## src/rtl/inst_encoder.sv

```systemverilog
// RV32I instruction encoder: packs decoded fields into 32-bit words and queues
// them, each tagged with a sequential word address, in a small output FIFO.
module inst_encoder #(
  parameter int          DEPTH     = 2,
  parameter logic [31:0] BASE_ADDR = 32'h0000_0000
) (
  input  logic        clk,
  input  logic        rst,
  input  logic        in_valid,
  output logic        in_ready,
  input  logic [4:0]  in_opcode,
  input  logic [2:0]  in_func3,
  input  logic [6:0]  in_func7,
  input  logic [4:0]  in_rs1,
  input  logic [4:0]  in_rs2,
  input  logic [4:0]  in_rd,
  input  logic [31:0] in_imm,
  output logic        out_valid,
  input  logic        out_ready,
  output logic [31:0] out_inst,
  output logic [31:0] out_addr,
  output logic        out_illegal,
  output logic [7:0]  illegal_count
);

  localparam int          AW       = $clog2(DEPTH);
  localparam logic [AW:0] FULL_CNT = (AW+1)'(DEPTH);

  // Returns {illegal, word}; illegal opcodes become addi x0,x0,0.
  function automatic logic [32:0] encode(
    input logic [4:0]  opc,
    input logic [2:0]  f3,
    input logic [6:0]  f7,
    input logic [4:0]  rs1,
    input logic [4:0]  rs2,
    input logic [4:0]  rd,
    input logic [31:0] imm
  );
    logic [31:0] w;
    logic        ill;
    w   = 32'h0;
    ill = 1'b0;
    case (opc)
      5'b01100: w[31:7] = {f7, rs2, rs1, f3, rd};
      5'b00000, 5'b11001, 5'b11100:
        w[31:7] = {imm[11:0], rs1, f3, rd};
      5'b00100: begin
        // Shift-immediates carry func7 above a 5-bit shamt.
        if (f3 == 3'b001 || f3 == 3'b101)
          w[31:7] = {f7, imm[4:0], rs1, f3, rd};
        else
          w[31:7] = {imm[11:0], rs1, f3, rd};
      end
      5'b01000: w[31:7] = {imm[11:5], rs2, rs1, f3, imm[4:0]};
      5'b11000: w[31:7] = {imm[12], imm[10:5], rs2, rs1, f3, imm[4:1], imm[11]};
      5'b01101, 5'b00101: w[31:7] = {imm[31:12], rd};
      5'b11011: w[31:7] = {imm[20], imm[10:1], imm[11], imm[19:12], rd};
      default: ill = 1'b1;
    endcase
    if (ill)
      w = 32'h0000_0013;
    else
      w[6:0] = {opc, 2'b11};
    return {ill, w};
  endfunction

  function automatic logic [7:0] sat_inc(input logic [7:0] c);
    return (c == 8'hFF) ? 8'hFF : c + 8'd1;
  endfunction

  logic [32:0]   enc_p0;
  logic [31:0]   addr_p0;
  logic          push, pop, full, empty;
  logic [AW-1:0] wr_ptr, rd_ptr;
  logic [AW:0]   count;
  logic [31:0]   inst_p1 [DEPTH];
  logic [31:0]   addr_p1 [DEPTH];
  logic          ill_p1  [DEPTH];

  // p0: combinational encode and the running address
  assign enc_p0   = encode(in_opcode, in_func3, in_func7, in_rs1, in_rs2, in_rd, in_imm);
  assign full     = (count == FULL_CNT);
  assign empty    = (count == '0);
  assign in_ready = !full && !rst;
  assign push     = in_valid && in_ready;
  assign out_valid = !empty;
  assign pop      = out_valid && out_ready;

  always_ff @(posedge clk) begin
    if (rst) begin
      wr_ptr        <= '0;
      rd_ptr        <= '0;
      count         <= '0;
      addr_p0       <= BASE_ADDR;
      illegal_count <= 8'h00;
    end else begin
      if (push) begin
        wr_ptr  <= wr_ptr + AW'(1);
        addr_p0 <= addr_p0 + 32'd4;
        if (enc_p0[32])
          illegal_count <= sat_inc(illegal_count);
      end
      if (pop)
        rd_ptr <= rd_ptr + AW'(1);
      if (push && !pop)
        count <= count + (AW+1)'(1);
      else if (!push && pop)
        count <= count - (AW+1)'(1);
    end
  end

  // p1: FIFO storage; contents are only visible through a valid head
  always_ff @(posedge clk) begin
    if (push) begin
      inst_p1[wr_ptr] <= enc_p0[31:0];
      addr_p1[wr_ptr] <= addr_p0;
      ill_p1[wr_ptr]  <= enc_p0[32];
    end
  end

  assign out_inst    = empty ? 32'h0 : inst_p1[rd_ptr];
  assign out_addr    = empty ? 32'h0 : addr_p1[rd_ptr];
  assign out_illegal = empty ? 1'b0  : ill_p1[rd_ptr];

endmodule
```

## config.mk

```make
export PLATFORM = sky130hd
export DESIGN_NAME = inst_encoder
export DESIGN_NICKNAME = d
export VERILOG_FILES = /design/src/rtl/inst_encoder.sv
export SDC_FILE = /design/constraint.sdc
export NUM_CORES = 1
export LEC_CHECK = 0
export CAP_MARGIN = 30
export CORE_ASPECT_RATIO = 1.5
export CORE_MARGIN = 5
export CORE_UTILIZATION = 52
export DETAILED_ROUTE_END_ITERATION = 7
export PLACE_DENSITY = 0.8
export SLEW_MARGIN = 20
export SYNTH_ARGS = -nofsm -noshare
export SYNTH_HDL_FRONTEND = slang
export SYNTH_SLANG_ARGS = --single-unit
```

## constraint.sdc

```tcl
create_clock -name clk -period 6.2 [get_ports clk]
set_input_delay 1.24 -clock clk [delete_from_list [all_inputs] [get_ports clk]]
set_output_delay 1.24 -clock clk [all_outputs]
set_load 0.005 [all_outputs]
```

Word level (Yosys, flattened, before mapping)
Memories as Yosys holds them, arrays and structs flattened. A register that Yosys moved wholly into a read port is not among the register bits.
Index checks and enable logic that the tools add are counted.
{"block": "totals", "inputBits": 66, "mem_count": 3, "out_inout_bits": 75, "elab_cells": 65, "reg_bits": 44, "mem_bits_rw": 130}
{"block": "classes", "mux": 19, "bitwise_logic": 1, "reduce_logical": 18, "eq_ne": 13, "addsub": 6}
{"memory": "addr_p1", "depth": 2, "word_bits": 32, "read_ports": 1, "rd_ports_with_merged_regs": 1, "wr": 1, "line_no": "77", "source": "logic [31:0] addr_p1 [DEPTH];"}
{"memory": "inst_p1", "depth": 2, "word_bits": 32, "read_ports": 1, "rd_ports_with_merged_regs": 1, "wr": 1, "line_no": "76", "source": "logic [31:0] inst_p1 [DEPTH];"}
{"memory": "ill_p1", "depth": 2, "word_bits": 1, "read_ports": 1, "rd_ports_with_merged_regs": 1, "wr": 1, "line_no": "78", "source": "logic ill_p1 [DEPTH];"}
{"op": "25-bit one-hot mux with 7 select lines", "n": 1}
{"op": "32-bit two-way mux", "n": 2}
{"op": "25-bit two-way mux", "n": 2}
{"op": "32-bit by 3-bit adder with 32-bit output (second input constant)", "n": 1}
{"op": "5-bit == test (second input constant)", "n": 4}
{"op": "5-bit by 4-bit == test with 1-bit output (second input constant)", "n": 3}
{"op": "5-bit by 3-bit == test with 1-bit output (second input constant)", "n": 2}
{"op": "1-bit two-way mux", "n": 10}
{"op": "10-bit OR reduction", "n": 1}
{"op": "8-bit by 1-bit adder with 8-bit output (second input constant)", "n": 1}
{"op": "8-bit == test (second input constant)", "n": 1}
{"op": "8-bit two-way mux", "n": 1}
{"op": "7-bit two-way mux", "n": 1}
{"op": "1-bit logical AND", "n": 5}
{"op": "1-bit zero test", "n": 5}
{"op": "5-bit zero test", "n": 1}
{"op": "2-bit two-way mux", "n": 2}
{"op": "3-bit by 1-bit == test with 1-bit output (second input constant)", "n": 1}
{"op": "3-bit == test (second input constant)", "n": 1}
{"op": "3-bit OR reduction", "n": 1}
{"op": "1-bit adder (second input constant)", "n": 2}
{"op": "2-bit by 1-bit adder with 2-bit output (second input constant)", "n": 1}
{"op": "2-bit == test (second input constant)", "n": 1}
{"op": "2-bit zero test", "n": 1}
{"op": "other kinds (6)", "n": 6}

Longest topological paths before layout
Gate-level depths: netlist (run 1).
{"block": "depth", "word_depth": 8, "ltp_mapped": 8, "mapped_depth_nobuf": 7}

Worst setup path after synthesis (run 1)
Ideal clock, no wire load.
{"block": "synth_timing", "kind": "input-to-reg", "start": "input rst", "end": "memory addr_p1[0][10], enable pin", "setup_ns": 0.487, "slack_ns": 1.089, "required_time_ns": 5.713, "path_buffers": 2, "t_arrival_ns": 4.624, "stages": 5, "path_cell_list": "buf_2 nor2b_1 and2_1 buf_4 nor2b_1"}
{"block": "synth_between", "elab_chain_cells": 5}
{"element": "from (decl)", "line_no": "8", "source": "input logic rst,"}
{"element": "1-bit zero test", "line_no": "84", "source": "assign in_ready = !full && !rst;"}
{"element": "1-bit logical AND", "line_no": "84"}
{"element": "1-bit logical AND", "line_no": "85", "source": "assign push = in_valid && in_ready;"}
{"element": "net push", "line_no": "73", "source": "logic push, pop, full, empty;"}
{"element": "1-bit two-way mux", "line_no": "114", "source": "if (push) begin"}
{"element": "1-bit two-way mux (not written as such)", "line_no": "116", "source": "addr_p1[wr_ptr] <= addr_p0;"}
{"element": "to (decl)", "line_no": "77"}
The timed path passes the listed nets, and every way through them passes these cells.

Worst setup path after layout (run 1)
{"block": "layout_timing", "start": "input rst", "end": "memory inst_p1[0][24], enable pin"}
{"block": "layout_between", "elab_chain_cells": 5}
{"element": "1-bit zero test", "line_no": "84"}
{"element": "1-bit logical AND", "line_no": "84"}
{"element": "1-bit logical AND", "line_no": "85"}
{"element": "1-bit two-way mux", "line_no": "114"}
{"element": "1-bit two-way mux (not written as such)", "line_no": "115", "source": "inst_p1[wr_ptr] <= enc_p0[31:0];"}
{"element": "to (decl)", "line_no": "76"}
No other way between the ends.

==> results of run 1 <==
## cell type report
| type | instances | area, sq um | share of cell area, % |
|---|---|---|---|
| Multi-Input combinational cell | 365 | 2430 | 26.3 |
| Tap cell | 162 | 203 | 2.19 |
| Clock buffer | 17 | 425 | 4.60 |
| Sequential cell | 165 | 4530 | 49.0 |
| Clock inverter | 15 | 148 | 1.60 |
| Inverter | 15 | 56.3 | 0.609 |
| Timing Repair Buffer | 145 | 1450 | 15.7 |
## routing by layer
layer / global-route usage, % / up-vias / wire, microns
met4: 8.46 / 0 / 463
met2: 37.2 / 176 / 8970
li1: - / 2367 / -
met3: 5.70 / 30 / 1080
met1: 22.7 / 2444 / 6190
met5: 0 / - / 0
## cells in the mapped netlist, types with 5 or more instances
cell type	count	area share [%]
edfxtp_1	122	51
nor2_1	99	5.2
mux2i_1	61	8.5
dfxtp_1	43	12
xnor2_1	23	2.8
a22o_1	19	2.3
nor3_1	18	1.3
nand2_1	16	0.84
inv_1	15	0.79
clkbuf_1	13	0.68
buf_2	11	0.77
a21oi_1	10	0.70
and3_1	9	0.79
nand3_1	9	0.63
nor2b_1	9	0.79
buf_4	7	0.73
nand4_1	7	0.61
o21ai_0	7	0.49
xor2_1	7	0.86
a21o_1	6	0.63
nor4_1	6	0.52
a222oi_1	5	0.70
and2_1	5	0.44
or3_1	5	0.44
## metrics by stage
step                      total power, uW  instances  setup slack, ps  util, %
final                                3290        884             2270     68.3
after global routing                 3430        884             2040     68.3
after CTS                            3320        883             2250     68.3
after detailed placement             2320        851             1810     64.0
after global placement               2290        850             1960     63.8
after floorplan                      1800        580             1090        -
## cells by family after synthesis
logic type	after synthesis
AND/OR/NAND/NOR	198
AO/OA/AOI/OAI	70
other	1
multiplexers	62
buffers and inverters	50
XOR/XNOR	30
adder cells (fa/ha/maj)	3
flip-flops	165
## state kept, by name, summed over array words and instances (netlist names), named ones only
| signal | cells |
|---|---|
| addr_p1 | 60 |
| inst_p1 | 60 |
| addr_p0 | 30 |
| illegal_count | 8 |
| count | 2 |
| ill_p1 | 2 |
| rd_ptr | 1 |
| wr_ptr | 1 |
## worst min-delay path by stage
stage / startpoint / endpoint / slack, ps / cells after the start
floorplan: addr_p0[31] / addr_p1[0][31] / 450 / 0
global placement: addr_p0[31] / addr_p1[0][31] / 460 / 0
detailed placement: addr_p0[31] / addr_p1[0][31] / 470 / 0
CTS: addr_p0[31] / addr_p1[0][31] / 480 / 0
global route: addr_p0[31] / addr_p1[0][31] / 500 / 0
finish: addr_p0[31] / addr_p1[1][31] / 480 / 0
## cells in the final DEF, fill, tap and decap left out, types with 5 or more instances in the layout
cell	synthesis	final
a21o_1	6	6
dfxtp_1	43	42
a21oi_1	10	10
and2_1	5	5
inv_1	15	15
and3_1	9	8
nor3_1	18	18
a22o_1	19	19
nand2_1	16	16
nand3_1	9	9
nor4_1	6	6
nor2b_1	9	8
or3_1	5	5
nor2_1	99	98
xor2_1	7	7
edfxtp_1	122	122
buf_4	7	5
nand4_1	7	7
clkdlybuf4s50_1	0	138
xnor2_1	23	23
mux2i_1	61	61
o21ai_0	7	7
clkbuf_16	0	17
a222oi_1	5	5
## worst max-delay path, stage by stage
cell and delay [ps]:
clkdlybuf4s50_1 390, buf_4 270, nor2b_1 280, and2_1 430, nor2b_4 820, buf_4 530
## report_power, final
group	switching, uW	total, uW	leakage, uW	internal [uW]
sequential	54.8	1330	0.00153	1270
clock	438	1000	0.000279	564
combinational	447	965	0.00138	519
==> impl_metrics.ini, run 1 <==
[status]
status = completed

[logic_synthesis]
syn-cell-area_sq_um = 7160
synth.distinct_cells = 48
synth-edff-count = 122
synth_xor_area_share_pct = 3.67
async_flop_share_pct = 0
yosys.area_share.simple_pct = 13.1
synth_top_family_by_area = simple AND/OR/NAND/NOR gates
synth_warnings = 0
yosysSeqAreaShare_pct = 63.2
syn_inst = 579
synth_fa_ha_area_share_pct = 0.524
synth.ff_latch_count = 165
synthMuxAreaShare_pct = 8.68
syn_area_per_cell_sq_um = 12.4
synth-compound-area-share_pct = 7.65
synthFlopType = edfxtp_1

[timing]
post-route-period-util_pct = 63.3
setup_violations = 0
fmaxAchievable_mhz = 255
setup_tns_ps = 0
skew_ps = 5.55
slew_viol_final = 0
hold_viol = 0
fin_crit_ps = 3930
rsz0062_at_grt = no
holdWs_ps = 485
relSlewSlack_pct = 37.0
max_slew.worst_pin.slew_ps = 945

[cells_and_area]
drive_gt1_share_pct = 7.06
nFillCells = 978
fin_area_sq_um = 9240
diodes = 0
area_growth_syn_to_layout_pct = 29.0
layout.nets = 778

[place]
place_congestion = 0.856
portBuffers = 138
placed_area_sq_um = 8670
dp_hpwl_mm = 11.7

[global_route]
grt_pass1_vias = 5073
overflow = 0
grt_usage_pct = 20.6
antenna_found_initial = 0
grt_pass1_wl_mm = 26.3
grt_max_degree = 53

[cts]
cts_tree = yes
clockBufferDepth = 2
cts-buffers-inserted = 17
root_buffer = clkbuf_16
clkTransAtPathRegs_ps = 60
insertion_delay_ps = 420
postCtsSetupBuffers = 0
htree_levels = 4
cts_hold_buf = 0
cts_sinks = 165
ctsResizeCount = 0

[detailed_routing]
firstDrtPassIters = 5
ant_nets = 0
drt-initial-drc-count = 301
routedWlPerCell_microns = 18.9
vias = 5017
wl_mm = 16.7
drc_errors = 0
viasPerCell = 5.68

[setup_path]
reg2reg_slack_ps = 3390
timing.rr.end = inst_p1[0][24]
critPathMaxFanout = 45
endpoint = inst_p1[0][24]
r2r-start = count[0]
cp-end-kind = register
crit_start = rst
worstPathRequired_ps = 6270
path_class = input pin to register
critPathArrivalTime_ps = 4000
reg2regPathDepth = 4
start_kind = input pin

[floorplanning]
die_y_microns = 154
ios = 141
start_util_pct = 52.9
core_sq_um = 13500
rows = 52
die_area_sq_um = 16300
fp.dieW_microns = 106

[job]
drv_cap = 0

[power_and_ir_drop]
leakage_uw = 0.00319
ir_drop_mv = 0.187
power.density_nw_per_um2 = 356

[hold_path]
min_path_type = register to register
Note: power is estimated with default switching activity, not from simulation.
==> inputs of run 2 (changes only) <==
- CORE_UTILIZATION: 52 -> 47
- PLACE_DENSITY: 0.8 -> 0.77
- clock period: 6.2 -> 3.4 ns (I/O delays scaled with it)
==> run 2 against run 1 <==
  * Cell area rose by 1.1%
  * Count of clock-buffer cells in the layout rose by 1
  * Worst setup slack got worse by 1900 ps
  * Critical path depth fell by 2
  * Sequential power rose by 83%
  * Hold slack improved by 14 ps
  * Power rose by 82%
  * Sequential share of layout area fell by 0.53 points
==> impl_metrics.ini, run 2 (synthesized netlist as in run 1, its figures left out) <==
[status]
status = completed

[timing]
fmaxAchievable_mhz = 335
setup_tns_ps = 0
slew_viol_final = 0
fin_crit_ps = 2980
holdWs_ps = 499
skew_ps = 9.42
rsz0062_at_grt = no
relSlewSlack_pct = 49.7
setup_violations = 0
hold_viol = 0
post-route-period-util_pct = 87.7
max_slew.worst_pin.slew_ps = 755

[cells_and_area]
layout.nets = 785
fin_cells = 928
post-route-util_pct = 62.0
final_cell_mix = clkdlybuf4s50_1, edfxtp_1, nor2_1, mux2i_1, dfxtp_1
drive_gt1_share_pct = 7.96
area_growth_syn_to_layout_pct = 30.4
layout_commonest_cell = clkdlybuf4s50_1
top_regs = addr_p1 x60, inst_p1 x60, addr_p0 x30
diodes = 0

[global_route]
met1_usage_pct = 19.7
grt_max_degree = 62
antenna_found_initial = 0
grt-busiest-layer = met2
overflow = 0
grt_pass1_vias = 5256
grt_pass1_wl_mm = 26.5
grt_usage_pct = 18.6
met3_usage_pct = 5.17
use_met2_pct = 34.4

[setup_path]
path_class = register to output pin
reg2regPathDepth = 5
cp-end-kind = output pin
critPathMaxFanout = 30
worstPathRequired_ps = 2720
start_kind = register
critPathArrivalTime_ps = 2300

[power_and_ir_drop]
power.density_nw_per_um2 = 641
internal_power_uw = 4310
power_frac_comb_pct = 29.3
leakage_uw = 0.00321
p_sw_share_pct = 28.1
ir_drop_mv = 0.392
p_switching_uw = 1680
seq_power_share_pct = 40.8
p_clk_share_pct = 29.9

[detailed_routing]
vias = 5056
wl_mm = 16.4
routedWlPerCell_microns = 17.7
firstDrtPassIters = 7
drt-initial-drc-count = 358
drc_errors = 0
ant_nets = 0
viasPerCell = 5.45

[cts]
cts-buffers-inserted = 17
cts_hold_buf = 0
cts_tree = yes
clockBufferDepth = 2
postCtsSetupBuffers = 0
cts_sinks = 165
ctsResizeCount = 0
insertion_delay_ps = 420
root_buffer = clkbuf_16
htree_levels = 4
clkTransAtPathRegs_ps = 60

[floorplanning]
die_y_microns = 161
ios = 141
start_util_pct = 47.5
die_area_sq_um = 17900
rows = 55
fp.dieW_microns = 111
core_sq_um = 15100

[place]
portBuffers = 138
place_congestion = 0.861
dp_hpwl_mm = 11.6
dpl.cell_count = 895

[hold_path]
min_path_type = register to register
min_path_cells = 0

[job]
drv_cap = 0
-- run 2: cell type report --
| type | instances | area [sq um] |
|---|---|---|
| clock buffer | 18 | 429 |
| clock inverter | 14 | 129 |
| fill | 1161 | 5730 |
| inverter | 15 | 56.3 |
| multi-input combinational | 365 | 2430 |
| sequential | 165 | 4530 |
| tap | 199 | 249 |
| timing repair buffer | 152 | 1520 |
-- run 2: path summary, 6_finish.rpt --
check,start,endpoint,slack (ps)
setup / recovery,register,out_inst[11],420
hold / removal,addr_p0[31],addr_p1[0][31],500
setup reg to reg,addr_p0[11],addr_p0[24],1280
hold reg to reg,addr_p0[31],addr_p1[0][31],500
-- run 2: per-stage QoR --
step	setup WS (ps)	cell area [sq um]	total power, uW
after floorplan	16.4	7170	3280
after global placement	648	8780	4220
after detailed placement	599	8780	4270
after CTS	352	9340	6050
after global routing	319	9350	6250
final	417	9350	5990
-- run 2: critical path, cell delays in order (launching register included) --
cell and delay (ps):
dfxtp_4 690, buf_4 350, mux2i_1 110, nor2_1 170, clkdlybuf4s50_1 540
-- run 2: routing by layer --
layer  wire, microns  vias to the layer above
met2            8850                      194
met3             862                       41
met4             488                        0
met1            6250                     2428
met5               0                        -
li1                -                     2393
-- run 2: power groups by stage --
stage                     Sequential (uW)  Clock (uW)  Combinational (uW)
after detailed placement             2490           0                1780
after global placement               2480           0                1740
after CTS                            2450        1820                1790
after floorplan                      2400           0                 878
final                                2440        1790                1760
after global routing                 2460        1900                1900
==> inputs of run 3 (changes only) <==
- MAX_ROUTING_LAYER: unset -> met4
==> run 3 against run 2 <==
  * Global-route usage grew 0.39 points
  * Count of clock-buffer cells in the layout is the same
  * Critical path type unchanged
  * Largest cell class unchanged
  * Sequential power is essentially flat
  * Clock power shrank 4%
  * Cell area shrank 0.43%
  * Clock skew grew 0.58 ps
  * Sequential share of layout area grew 0.21 points
  * Core utilization shrank 0.27 points
==> impl_metrics.ini, run 3 (synthesized netlist as in run 1, its figures left out) <==
[setup_path]
critPathMaxFanout = 30
reg2reg_slack_ps = 1240
reg2regPathDepth = 5
crit_slowest_cell = dfxtp_4
worstPathRequired_ps = 2720
timing.rr.end = addr_p0[27]
critPathArrivalTime_ps = 2290
start_kind = register
r2r-start = addr_p0[8]
worstPathCellList = buf_4 > mux2i_1 > nor2_1 > clkdlybuf4s50_1
critical-path-max-stage-delay_ps = 690
path_class = register to output pin
cp-end-kind = output pin

[power_and_ir_drop]
ir_drop_mv = 0.311
total_power_uw = 5910
power.density_nw_per_um2 = 635
leakage_uw = 0.00319

[status]
status = completed

[timing]
fmaxAchievable_mhz = 337
slew_viol_final = 0
relSlewSlack_pct = 51.9
max_slew.worst_pin.slew_ps = 722
fin_crit_ps = 2970
holdWs_ps = 494
hold_viol = 0
post-route-period-util_pct = 87.3
rsz0062_at_grt = no
setup_violations = 0
skew_ps = 10.0
fin_ws_ps = 431
setup_tns_ps = 0

[cells_and_area]
area_growth_syn_to_layout_pct = 29.9
drive_gt1_share_pct = 7.57
diodes = 0
layout.nets = 783
layout_commonest_cell = clkdlybuf4s50_1
nFillCells = 1151
post-route-util_pct = 61.7
top_regs = addr_p1 x60, inst_p1 x60, addr_p0 x30
final_cell_mix = clkdlybuf4s50_1, edfxtp_1, nor2_1, mux2i_1, dfxtp_1

[place]
portBuffers = 138
post-place-ws_ps = 572
dp_hpwl_mm = 11.5
place_congestion = 0.887

[detailed_routing]
drt-initial-drc-count = 343
viasPerCell = 5.41
firstDrtPassIters = 5
drc_errors = 0
routedWlPerCell_microns = 17.7
ant_nets = 0
wl_mm = 16.4
vias = 5009

[global_route]
antenna_found_initial = 0
overflow = 0
grt_usage_pct = 19.0
grt_pass1_wl_mm = 26.5
grt_max_degree = 62
grt_pass1_vias = 5306

[cts]
postCtsSetupBuffers = 0
cts_tree = yes
clockBufferDepth = 2
ctsResizeCount = 0
cts-buffers-inserted = 17
insertion_delay_ps = 410
root_buffer = clkbuf_16
cts_sinks = 165
htree_levels = 4
clkTransAtPathRegs_ps = 60
cts_hold_buf = 0

[floorplanning]
fp.dieW_microns = 111
die_y_microns = 161
die_area_sq_um = 17900
ios = 141
start_util_pct = 47.5
core_sq_um = 15100
rows = 55

[hold_path]
hp-start = addr_p0[31]
hold-path-endpoint = addr_p1[0][31]
min_path_cells = 0
min_path_type = register to register

[job]
drv_cap = 0
-- run 3: cell count changes in the layout (fill, tap and decap cells not counted), sizes merged --
cell and change:
clkinv +2, buf -1, bufinv -1, clkbuf -1, clkinvlp -1
-- run 3: critical path, delay by kind of cell, from the launching register on --
| family | cells | cell delay (ps) |
|---|---|---|
| buffers and inverters | 2 | 810 |
| DFF | 1 | 690 |
| muxes | 1 | 280 |
| and+or+nand+nor | 1 | 70 |
-- run 3: worst max-delay path by stage --
| stage | slack [ps] | end | cells past startpoint | startpoint |
|---|---|---|---|---|
| after global placement | 650 | inst_p1[0][31] | 6 | in_opcode[0] |
| final | 430 | out_inst[11] | 4 | register |
| after global routing | 370 | out_inst[30] | 4 | register |
| after CTS | 400 | out_inst[11] | 4 | register |
| after floorplan | 20 | addr_p1[0][10] | 5 | rst |
| after detailed placement | 570 | inst_p1[0][31] | 6 | in_opcode[0] |
-- run 3: power by group --
group          total, uW  leakage [uW]  internal [uW]  switching [uW]
Sequential          2440       0.00153           2320             124
Clock               1710      0.000252            940             770
Combinational       1750       0.00141            967             786
-- run 3: per-layer routing --
layer,vias up,share of wire [%],GRT usage [%]
li1,2382,-,-
met1,2435,38,19.8
met5,-,0,-
met4,0,2.3,8.46
met3,28,5.0,3.75
met2,164,55,34.7
-- run 3: final cells by class --
type / instances / area, sq um / share of cell area (%)
sequential: 165 / 4530 / 48.7
timing repair buffer: 150 / 1510 / 16.2
inverter: 15 / 56.3 / 0.605
multi-input combinational: 365 / 2430 / 26.1
clock inverter: 14 / 104 / 1.12
clock buffer: 18 / 429 / 4.61
tap: 199 / 249 / 2.68
-- run 3: per-stage QoR --
stage,instances,instance area [sq um]
3_3_place_gp,893,8770
5_1_grt,926,9310
4_1_cts,925,9300
3_5_place_dp,893,8770
6_report,926,9310
2_1_floorplan,580,7170
